File: src/rtl/bch_pkg.sv
// Shared definitions for the BCH decoder slice: default code parameters,
// the Berlekamp-Massey controller states and the GF symbol array shapes.
package bch_pkg;

    localparam int BCH_M = 4;
    localparam int BCH_T = 2;
    localparam logic [BCH_M:0] BCH_POLY = 5'b10011;

    typedef enum logic [1:0] {
        IDLE,
        CALC,
        DONE
    } bm_state_t;

    typedef logic [BCH_M-1:0] gf_sym_t;
    typedef gf_sym_t synd_arr_t [2*BCH_T];
    typedef gf_sym_t coef_arr_t [2*BCH_T+1];

endpackage

File: src/rtl/gf_mul.sv
// Combinational GF(2^M) multiplier: shift-and-add with reduction modulo POLY.
module gf_mul
    import bch_pkg::*;
#(
    parameter int M = BCH_M,
    parameter logic [M:0] POLY = BCH_POLY
) (
    input  logic [M-1:0] a,
    input  logic [M-1:0] b,
    output logic [M-1:0] p
);

    function automatic logic [M-1:0] mul(input logic [M-1:0] x, input logic [M-1:0] y);
        logic [M-1:0] acc;
        logic [M-1:0] sh;
        acc = '0;
        sh  = x;
        for (int i = 0; i < M; i++) begin
            if (y[i]) acc ^= sh;
            // multiply by alpha, folding the overflow bit back through POLY
            sh = sh[M-1] ? ({sh[M-2:0], 1'b0} ^ POLY[M-1:0]) : {sh[M-2:0], 1'b0};
        end
        return acc;
    endfunction

    assign p = mul(a, b);

endmodule

File: src/rtl/bch_bm_iter.sv
// Iterative inverse-free Berlekamp-Massey solver: one iteration per cycle over
// 2T syndromes, producing a (scaled) error-locator polynomial and its length.
module bch_bm_iter
    import bch_pkg::*;
#(
    parameter int M = BCH_M,
    parameter int T = BCH_T,
    parameter logic [M:0] POLY = BCH_POLY
) (
    input  logic                       clk,
    input  logic                       rst,
    input  logic                       start,
    input  logic [2*T*M-1:0]           synd,
    output logic                       busy,
    output logic                       out_valid,
    input  logic                       out_ready,
    output logic [(T+1)*M-1:0]         lambda,
    output logic [$clog2(2*T+1)-1:0]   deg,
    output logic                       fail
);

    localparam int N  = 2 * T;
    localparam int LW = $clog2(2 * T + 1);
    localparam logic [LW-1:0] LAST = LW'(N);
    localparam logic [LW-1:0] TMAX = LW'(T);

    bm_state_t      state;
    synd_arr_t      syn;
    coef_arr_t      lam_r;
    coef_arr_t      b_r;
    coef_arr_t      lam_nx;
    coef_arr_t      b_nx;
    coef_arr_t      s_sel;
    coef_arr_t      prod_d;
    coef_arr_t      prod_g;
    synd_arr_t      prod_b;
    gf_sym_t        gamma;
    gf_sym_t        delta;
    logic [LW-1:0]  lreg;
    logic [LW-1:0]  rcnt;
    logic           grow;

    // Pair coefficient j with S(r+1-j); terms that would need S(<1) stay zero.
    always_comb begin
        for (int j = 0; j <= N; j++) begin
            s_sel[j] = '0;
        end
        for (int j = 0; j <= N; j++) begin
            for (int i = 0; i < N; i++) begin
                if (i + j == int'(rcnt)) s_sel[j] = syn[i];
            end
        end
    end

    for (genvar j = 0; j <= N; j++) begin : g_lam
        gf_mul #(.M(M), .POLY(POLY)) u_disc  (.a(lam_r[j]), .b(s_sel[j]), .p(prod_d[j]));
        gf_mul #(.M(M), .POLY(POLY)) u_scale (.a(gamma),    .b(lam_r[j]), .p(prod_g[j]));
    end

    for (genvar k = 0; k < N; k++) begin : g_b
        gf_mul #(.M(M), .POLY(POLY)) u_corr (.a(delta), .b(b_r[k]), .p(prod_b[k]));
    end

    always_comb begin
        delta = '0;
        for (int j = 0; j <= N; j++) begin
            if (j <= int'(lreg)) delta ^= prod_d[j];
        end
        grow = (delta != '0) && (2 * int'(lreg) <= int'(rcnt));
    end

    // lambda <= gamma*lambda + delta*x*B; B either captures old lambda or shifts up
    always_comb begin
        lam_nx[0] = prod_g[0];
        b_nx[0]   = grow ? lam_r[0] : '0;
        for (int k = 1; k <= N; k++) begin
            lam_nx[k] = prod_g[k] ^ prod_b[k-1];
            b_nx[k]   = grow ? lam_r[k] : b_r[k-1];
        end
    end

    always_ff @(posedge clk) begin
        if (rst) begin
            state     <= IDLE;
            busy      <= 1'b0;
            out_valid <= 1'b0;
            lambda    <= '0;
            deg       <= '0;
            fail      <= 1'b0;
            lreg      <= '0;
            rcnt      <= '0;
            gamma     <= '0;
            for (int k = 0; k <= N; k++) begin
                lam_r[k] <= '0;
                b_r[k]   <= '0;
            end
            for (int i = 0; i < N; i++) begin
                syn[i] <= '0;
            end
        end else begin
            case (state)
                IDLE: begin
                    if (start) begin
                        for (int i = 0; i < N; i++) begin
                            syn[i] <= synd[i*M +: M];
                        end
                        for (int k = 0; k <= N; k++) begin
                            lam_r[k] <= (k == 0) ? gf_sym_t'(1) : '0;
                            b_r[k]   <= (k == 0) ? gf_sym_t'(1) : '0;
                        end
                        lreg  <= '0;
                        rcnt  <= '0;
                        gamma <= gf_sym_t'(1);
                        busy  <= 1'b1;
                        state <= CALC;
                    end
                end
                CALC: begin
                    // One extra CALC cycle after the last iteration publishes the result.
                    if (rcnt != LAST) begin
                        lam_r <= lam_nx;
                        b_r   <= b_nx;
                        if (grow) begin
                            lreg  <= rcnt + LW'(1) - lreg;
                            gamma <= delta;
                        end
                        rcnt <= rcnt + LW'(1);
                    end else begin
                        for (int k = 0; k <= T; k++) begin
                            lambda[k*M +: M] <= lam_r[k];
                        end
                        deg       <= lreg;
                        fail      <= (lreg > TMAX);
                        busy      <= 1'b0;
                        out_valid <= 1'b1;
                        state     <= DONE;
                    end
                end
                DONE: begin
                    if (out_ready) begin
                        out_valid <= 1'b0;
                        state     <= IDLE;
                    end
                end
                default: state <= IDLE;
            endcase
        end
    end

endmodule
File: config.mk
export PLATFORM = sky130hd
export DESIGN_NAME = bch_bm_iter
export DESIGN_NICKNAME = d
export VERILOG_FILES = /design/src/rtl/bch_pkg.sv /design/src/rtl/gf_mul.sv /design/src/rtl/bch_bm_iter.sv
export SDC_FILE = /design/constraint.sdc
export NUM_CORES = 1
export LEC_CHECK = 0
export BUFFER_PORTS_ARGS = -buffer_cell sky130_fd_sc_hd__buf_2
export CAP_MARGIN = 20
export CORE_ASPECT_RATIO = 0.5
export CORE_MARGIN = 1.5
export CORE_UTILIZATION = 36
export DETAILED_ROUTE_END_ITERATION = 10
export GPL_ROUTABILITY_DRIVEN = 0
export REMOVE_ABC_BUFFERS = 1
export SYNTH_ARGS = -nofsm -noshare
export SYNTH_HDL_FRONTEND = slang
export SYNTH_SLANG_ARGS = --single-unit
File: constraint.sdc
create_clock -name clk -period 10.5 [get_ports clk]
set_input_delay 1.05 -clock clk [delete_from_list [all_inputs] [get_ports clk]]
set_output_delay 1.05 -clock clk [all_outputs]
set_load 0.02 [all_outputs]
# After elaboration in Yosys (flattened, before gate mapping)
# Memory sizes are Yosys's and may differ from the RTL's.
# Index checks and enable logic that the tools add are counted.
classes:
  n_lt_le_gt_ge: 6
  add_sub_neg: 2
  n_bitwise: 76
  reduce_logical: 12
  n_eq_ne: 15
  mux: 141
op_table:
  columns: ["operator", "count"]
  rows:
  - ["$mux W4", 92]
  - ["$xor A4 B4 Y4", 50]
  - ["$pmux W20 S2", 2]
  - ["$mux W20", 3]
  - ["$mux W2", 24]
  - ["$not A2 Y2", 21]
  - ["$eq A3 B3 Y1 const A", 4]
  - ["$mux W3", 4]
  - ["$pmux W3 S2", 2]
  - ["$reduce_and A3 Y1", 4]
  - ["$mux W1", 10]
  - ["$ne A2 B2 Y1 const B", 5]
  - ["$pmux W4 S2", 1]
  - ["$eq A2 B3 Y1 const A", 2]
  - ["$le A2 B3 Y1 const A", 2]
  - ["$pmux W2 S3", 1]
  - ["$le A4 B3 Y1", 1]
  - ["$or A1 B1 Y1", 4]
  - ["$pmux W1 S2", 2]
  - ["$reduce_and A4 Y1", 1]
  - ["$reduce_bool A2 Y1", 2]
  - ["$reduce_bool A4 Y1", 1]
  - ["$add A3 B1 Y3 const B", 1]
  - ["$eq A1 B3 Y1 const A", 1]
  - ["12 further kinds", 12]
totals:
  input_bits: 20
  register_bits: 66
  ram_bits: 16
  n_memories: 1
mem_list:
  columns: ["memory", "depth", "word_bits", "rd", "rd_ports_with_merged_regs", "write_ports", "line", "text"]
  rows:
  - ["syn", 4, 4, 4, 0, 4, "bch_bm_iter.sv:28", "synd_arr_t syn;"]

# Logic depth before layout (Yosys ltp)
depth:
  depth_word: 31
  depth_mapped: 21
  ltp_nobuf: 15

# Hierarchy
# Synthesis repeated with hierarchy kept, for this count alone.
unflattened:
  hier_cells: 1056
  area_unflattened_um2: 8394.3
by_module_without_submodules:
  columns: ["mod", "cells_per_inst", "area_per_inst_um2", "n_inst"]
  rows:
  - ["bch_bm_iter", 552, 4663.2, 1]
  - ["gf_mul", 36, 266.5, 14]

# Worst setup path before layout
# No wires, ideal clock.
synth_timing:
  path_type: "register -> register"
  from: "reg rcnt[2]"
  to: "reg b_r[10] (netlist name)"
  stages_incl_launch_ff: 18
  slack_ns: 5.972
  required_ns: 10.374
  arrival_time_ns: 4.402
  cell_sequence: "dfxtp_1 -> buf_6 -> buf_6 -> buf_6 -> inv_1 -> ha_1 -> nor4b_2 -> a2111oi_2 -> nor2_1 -> nand2_1 -> o311ai_1 -> mux2_2 -> xnor3_1 -> xnor3_2 -> o41ai_4 -> buf_6 -> mux2i_1 -> o21ai_1"
synth_between:
  elab_chain_len: 25
synth_rtl:
  columns: ["element", "line", "text"]
  rows:
  - ["from (decl)", "bch_bm_iter.sv:40", "logic [LW-1:0] rcnt;"]
  - ["from (signal assigned)", "bch_bm_iter.sv:127", "rcnt <= rcnt + LW'(1);"]
  - ["$eq A2 B3 Y1 or $logic_not A3 Y1 (tied branches)", "bch_bm_iter.sv:50", "if (i + j == int'(rcnt)) s_sel[j] = syn[i];"]
  - ["$mux W4 (4 in series)", "bch_bm_iter.sv:50", null]
  - ["$mux W4", "gf_mul.sv:19", "if (y[i]) acc ^= sh;"]
  - ["$xor A4 B4 Y4", "gf_mul.sv:19", null]
  - ["$mux W4", "gf_mul.sv:19", null]
  - ["$xor A4 B4 Y4", "gf_mul.sv:19", null]
  - ["$mux W4", "gf_mul.sv:19", null]
  - ["$xor A4 B4 Y4", "gf_mul.sv:19", null]
  - ["[6 not listed]", null, null]
  - ["$mux W4", "bch_bm_iter.sv:67", "if (j <= int'(lreg)) delta ^= prod_d[j];"]
  - ["$xor A4 B4 Y4", "bch_bm_iter.sv:67", null]
  - ["$mux W4", "bch_bm_iter.sv:67", null]
  - ["$reduce_bool A4 Y1", "bch_bm_iter.sv:69", "grow = (delta != '0) && (2 * int'(lreg) <= int'(rcnt));"]
  - ["$logic_and A1 B1 Y1", "bch_bm_iter.sv:69", null]
  - ["$mux W4", "bch_bm_iter.sv:78", "b_nx[k] = grow ? lam_r[k] : b_r[k-1];"]
  - ["$mux W20", "bch_bm_iter.sv:120", "if (rcnt != LAST) begin"]
  - ["$pmux W20 S2", "bch_bm_iter.sv:101", "case (state)"]
  - ["to (signal, indexed assignment)", "bch_bm_iter.sv:109", "b_r[k] <= (k == 0) ? gf_sym_t'(1) : '0;"]
  - ["to (signal assigned)", "bch_bm_iter.sv:122", "b_r <= b_nx;"]
  - ["to (decl)", "bch_bm_iter.sv:30", "coef_arr_t b_r;"]
# Parallel ways exist; a longest one is shown, timed or not. The select of a mux whose other input is x is not followed.
# A chain may end at the register's enable or synchronous reset.

# Worst setup path after layout
layout_timing:
  from: "reg rcnt[2]"
  to: "reg lam_r[6] (netlist name)"
layout_between:
  elab_chain_len: 30
layout_rtl:
  columns: ["element", "line", "text"]
  rows:
  - ["$eq A2 B3 Y1 or $logic_not A3 Y1 (tied branches)", "bch_bm_iter.sv:50", null]
  - ["$mux W4 (4 in series)", "bch_bm_iter.sv:50", null]
  - ["$mux W4", "gf_mul.sv:19", null]
  - ["$xor A4 B4 Y4", "gf_mul.sv:19", null]
  - ["$mux W4", "gf_mul.sv:19", null]
  - ["$xor A4 B4 Y4", "gf_mul.sv:19", null]
  - ["$mux W4", "gf_mul.sv:19", null]
  - ["$xor A4 B4 Y4", "gf_mul.sv:19", null]
  - ["[11 not listed]", null, null]
  - ["$mux W4", "gf_mul.sv:19", null]
  - ["$xor A4 B4 Y4", "gf_mul.sv:19", null]
  - ["$mux W4", "gf_mul.sv:19", null]
  - ["$xor A4 B4 Y4", "gf_mul.sv:19", null]
  - ["$mux W4", "gf_mul.sv:19", null]
  - ["$xor A4 B4 Y4", "bch_bm_iter.sv:77", "lam_nx[k] = prod_g[k] ^ prod_b[k-1];"]
  - ["$mux W20", "bch_bm_iter.sv:120", null]
  - ["$pmux W20 S2", "bch_bm_iter.sv:101", null]
  - ["to (signal, indexed assignment)", "bch_bm_iter.sv:108", "lam_r[k] <= (k == 0) ? gf_sym_t'(1) : '0;"]
  - ["to (signal assigned)", "bch_bm_iter.sv:121", "lam_r <= lam_nx;"]
  - ["to (decl)", "bch_bm_iter.sv:29", "coef_arr_t lam_r;"]
# Parallel ways exist; a longest one is shown, timed or not. The select of a mux whose other input is x is not followed.

==> flow_metrics.tcl <==
set metrics [dict create \
    status "completed" \
    dp_cells 1286 \
    io_buffers 37 \
    wire_per_inst_um 16.54 \
    maxCapViolCount 0 \
    slew_headroom_pct 32.15 \
    hold_class "flop to flop" \
    peakVddDrop_v 0.00006086 \
    grt_pass1_vias 6572 \
    grt_pass1_wl_um 35020 \
    via_per_inst 5.418 \
    synth-seq-area-share_pct 22.96 \
    path_cells "buf_4 -> inv_1 -> ha_1 -> nor4b_2 -> a2111oi_2 -> nor2_1 -> nand2_1 -> o311ai_1 -> mux2_2 -> xnor3_1 -> xnor3_2 -> xor2_1 -> nand2_1 -> xnor3_1 -> xnor2_1 -> a22o_1" \
    ys_async_sr_fraction_pct 0 \
    routed-via-count 7049 \
    grt_max_degree 42 \
    drt-total-wl_um 21520 \
    crit_required_ns 10.75 \
    final_cells 1301 \
    synth_cell_type_count 86 \
    fp.dieArea_mm2 0.02275 \
    cts.path.max_buffers 2 \
    dr.pass1.iters 5 \
    crit_family "XOR/XNOR gates" \
    tns_ns 0 \
    cts.clk_slew.worst_paths_ns 0.06 \
    crit_path_max_fanout 32 \
    overflow 0 \
    drtAntennaViolNets 0 \
    setup-violations-final 0 \
    critPathKind "flop to flop" \
    syn_inst 1025 \
    antenna_found_initial 0 \
    cts_resized 0 \
    track_usage_pct 19.58 \
    power_density_mw_per_mm2 89.88 \
    period_share_pct 53.26 \
    setup.worst_path.start_class "flop" \
    clkSinkCount 82 \
    slew_viol_final 0 \
    diodes 0 \
    worstMarginPinSlew_ns 1.014 \
    die_y_um 107.4 \
    cts-root-buf "clkbuf_16" \
    final_common_cell "nand2_1" \
    utilization_pct 39.90 \
    drt-initial-drc-count 635 \
    finalClockSkew_ns 0.007793 \
    ios 38 \
    cts_tree "built" \
    p_leak_uw 0.002924 \
    rows 37 \
    crit_path_max_incr_delay_ns 0.74 \
    syn_to_final_growth_pct 6.600 \
    die_w_um 211.8 \
    cts_hold_buf 0 \
    fmax_ghz 0.1788 \
    dp_hpwl_um 15530 \
    netlist_area_mm2 0.007849 \
    synth-edff-count 16 \
    fin_nets 1035 \
    cts_setup_buffers 0 \
    synth.avg_cell_area_um2 7.657 \
    ys_ff_latch 82 \
    rsz0062_at_grt "no" \
    clk_latency_ns 0.36 \
    yosys_warnings 0 \
    crit_buf_inv 2 \
    synth_ff_type "dfxtp_1" \
    period_needed_ns 5.592 \
    coreArea_mm2 0.02097 \
    cp-end-kind "flop" \
    start_util_pct 37.43 \
    htreeDepth 3 \
    hold_viol 0 \
    arrival_ns 5.84 \
    drive_above_1_share_pct 9.514 \
    cts_buffers 9 \
    final_cell_mix "nand2_1 (215), xnor2_1 (105), a21oi_1 (66), dfxtp_1 (66), nor2_1 (61)" \
    drc_errors 0 \
    slowest_stage "xor2_1" \
]
-- cell families (layout without fill, tap and decap cells) --
kind of cell    Yosys count  after routing  share of synthesized area (%)
flops                    82             82                          22.96
buf+inv                  94             78                          5.436
xor+xnor                149            149                          19.40
mux                      23             23                          3.045
compound gates          236            236                          21.14
simple gates            431            431                          26.34
fa+ha+maj                10             10                          1.690
-- worst paths after layout --
path / startpoint / to / slack, ns / cells past startpoint
worst min-delay path: deg[2] / deg[2] / 0.45 / 2
worst max-delay path: rcnt[2] / lam_r[6] / 4.91 / 16
worst max register to register: rcnt[2] / lam_r[6] / 4.91 / 16
worst min register to register: deg[2] / deg[2] / 0.45 / 2
-- final cells by class --
cell class	count	area, µm²
Fill cell	2167	12600
Multi-Input combinational cell	849	5620
Sequential cell	82	1802
Tap cell	292	365.4
Timing Repair Buffer	46	252.7
Clock buffer	12	246.5
Inverter	17	63.81
Clock inverter	3	16.27
-- cells in the mapped netlist (4+ instances only) --
cell	instances	area [µm²]
o21ai_1	9	45.04
xnor2_1	105	919.6
mux2i_1	16	160.2
nor2_2	4	25.02
xnor3_1	12	270.3
a222oi_1	4	40.04
a211oi_1	5	37.54
o21ai_0	50	250.2
and4b_1	7	70.07
mux2_2	7	78.83
a22oi_1	12	90.09
o211ai_1	12	90.09
and3_1	7	43.79
buf_1	5	18.77
buf_6	6	67.56
a21boi_0	8	60.06
a32o_1	4	40.04
nand2b_1	23	143.9
dfxtp_1	66	1321
inv_1	17	63.81
ha_1	9	112.6
a221oi_1	4	35.03
nor2_1	61	229.0
and2_1	28	175.2
buf_2	11	55.05
edfxtp_1	16	480.5
nor2b_1	27	168.9
nand2_1	215	807.0
a211o_1	5	43.79
a21oi_1	66	330.3
xor2_1	28	245.2
nor3_1	10	50.05
a22o_1	15	131.4
buf_4	4	30.03
nand3_1	16	80.08
clkbuf_1	51	191.4
-- metrics by stage --
step	hold slack (ns)	total power, µW	worst slack (ns)	instance area, µm²
after floorplan	0.4761	416.8	5.231	7486
after global placement	0.4418	454.3	5.090	8104
after detailed placement	0.4472	456.2	4.978	8104
after CTS	0.4572	757.8	4.939	8367
after global routing	0.4745	782.4	4.468	8367
final	0.4523	752.0	4.908	8367
-- worst register-to-register path: cells and delay by family, from the launching register on --
family,cells,cell delay (ns)
AOI/OAI and AO/OA,3,0.65
DFF,1,0.30
muxes,1,0.38
and+or+nand+nor,4,1.17
buffers and inverters,2,0.46
adders and majority gates,1,0.49
xor gates and xnor gates,5,2.04
-- layer usage --
layer	up-vias	GRT usage, %	routed length, µm
li1	3485	-	-
met1	3359	26.61	10480
met2	167	31.65	9544
met3	38	3.209	1004
met4	0	6.378	491
met5	-	0	0
-- report_power, final --
group	internal, µW	leakage, µW	total, µW	switching, µW
registers	330	0.000706	346	16.3
logic	36.1	0.00209	105	69.1
clock network	165	0.000133	301	136
-- sequential cells by signal, summed over array words and instances, names as in the netlist --
signal,cells
out_valid,1
deg,3
syn,16
lambda,12
gamma,4
lreg,3
rcnt,3
busy,1
fail,1
lam_r,20
b_r,16
state,2
No activity file was read; power rests on OpenSTA's default activity.
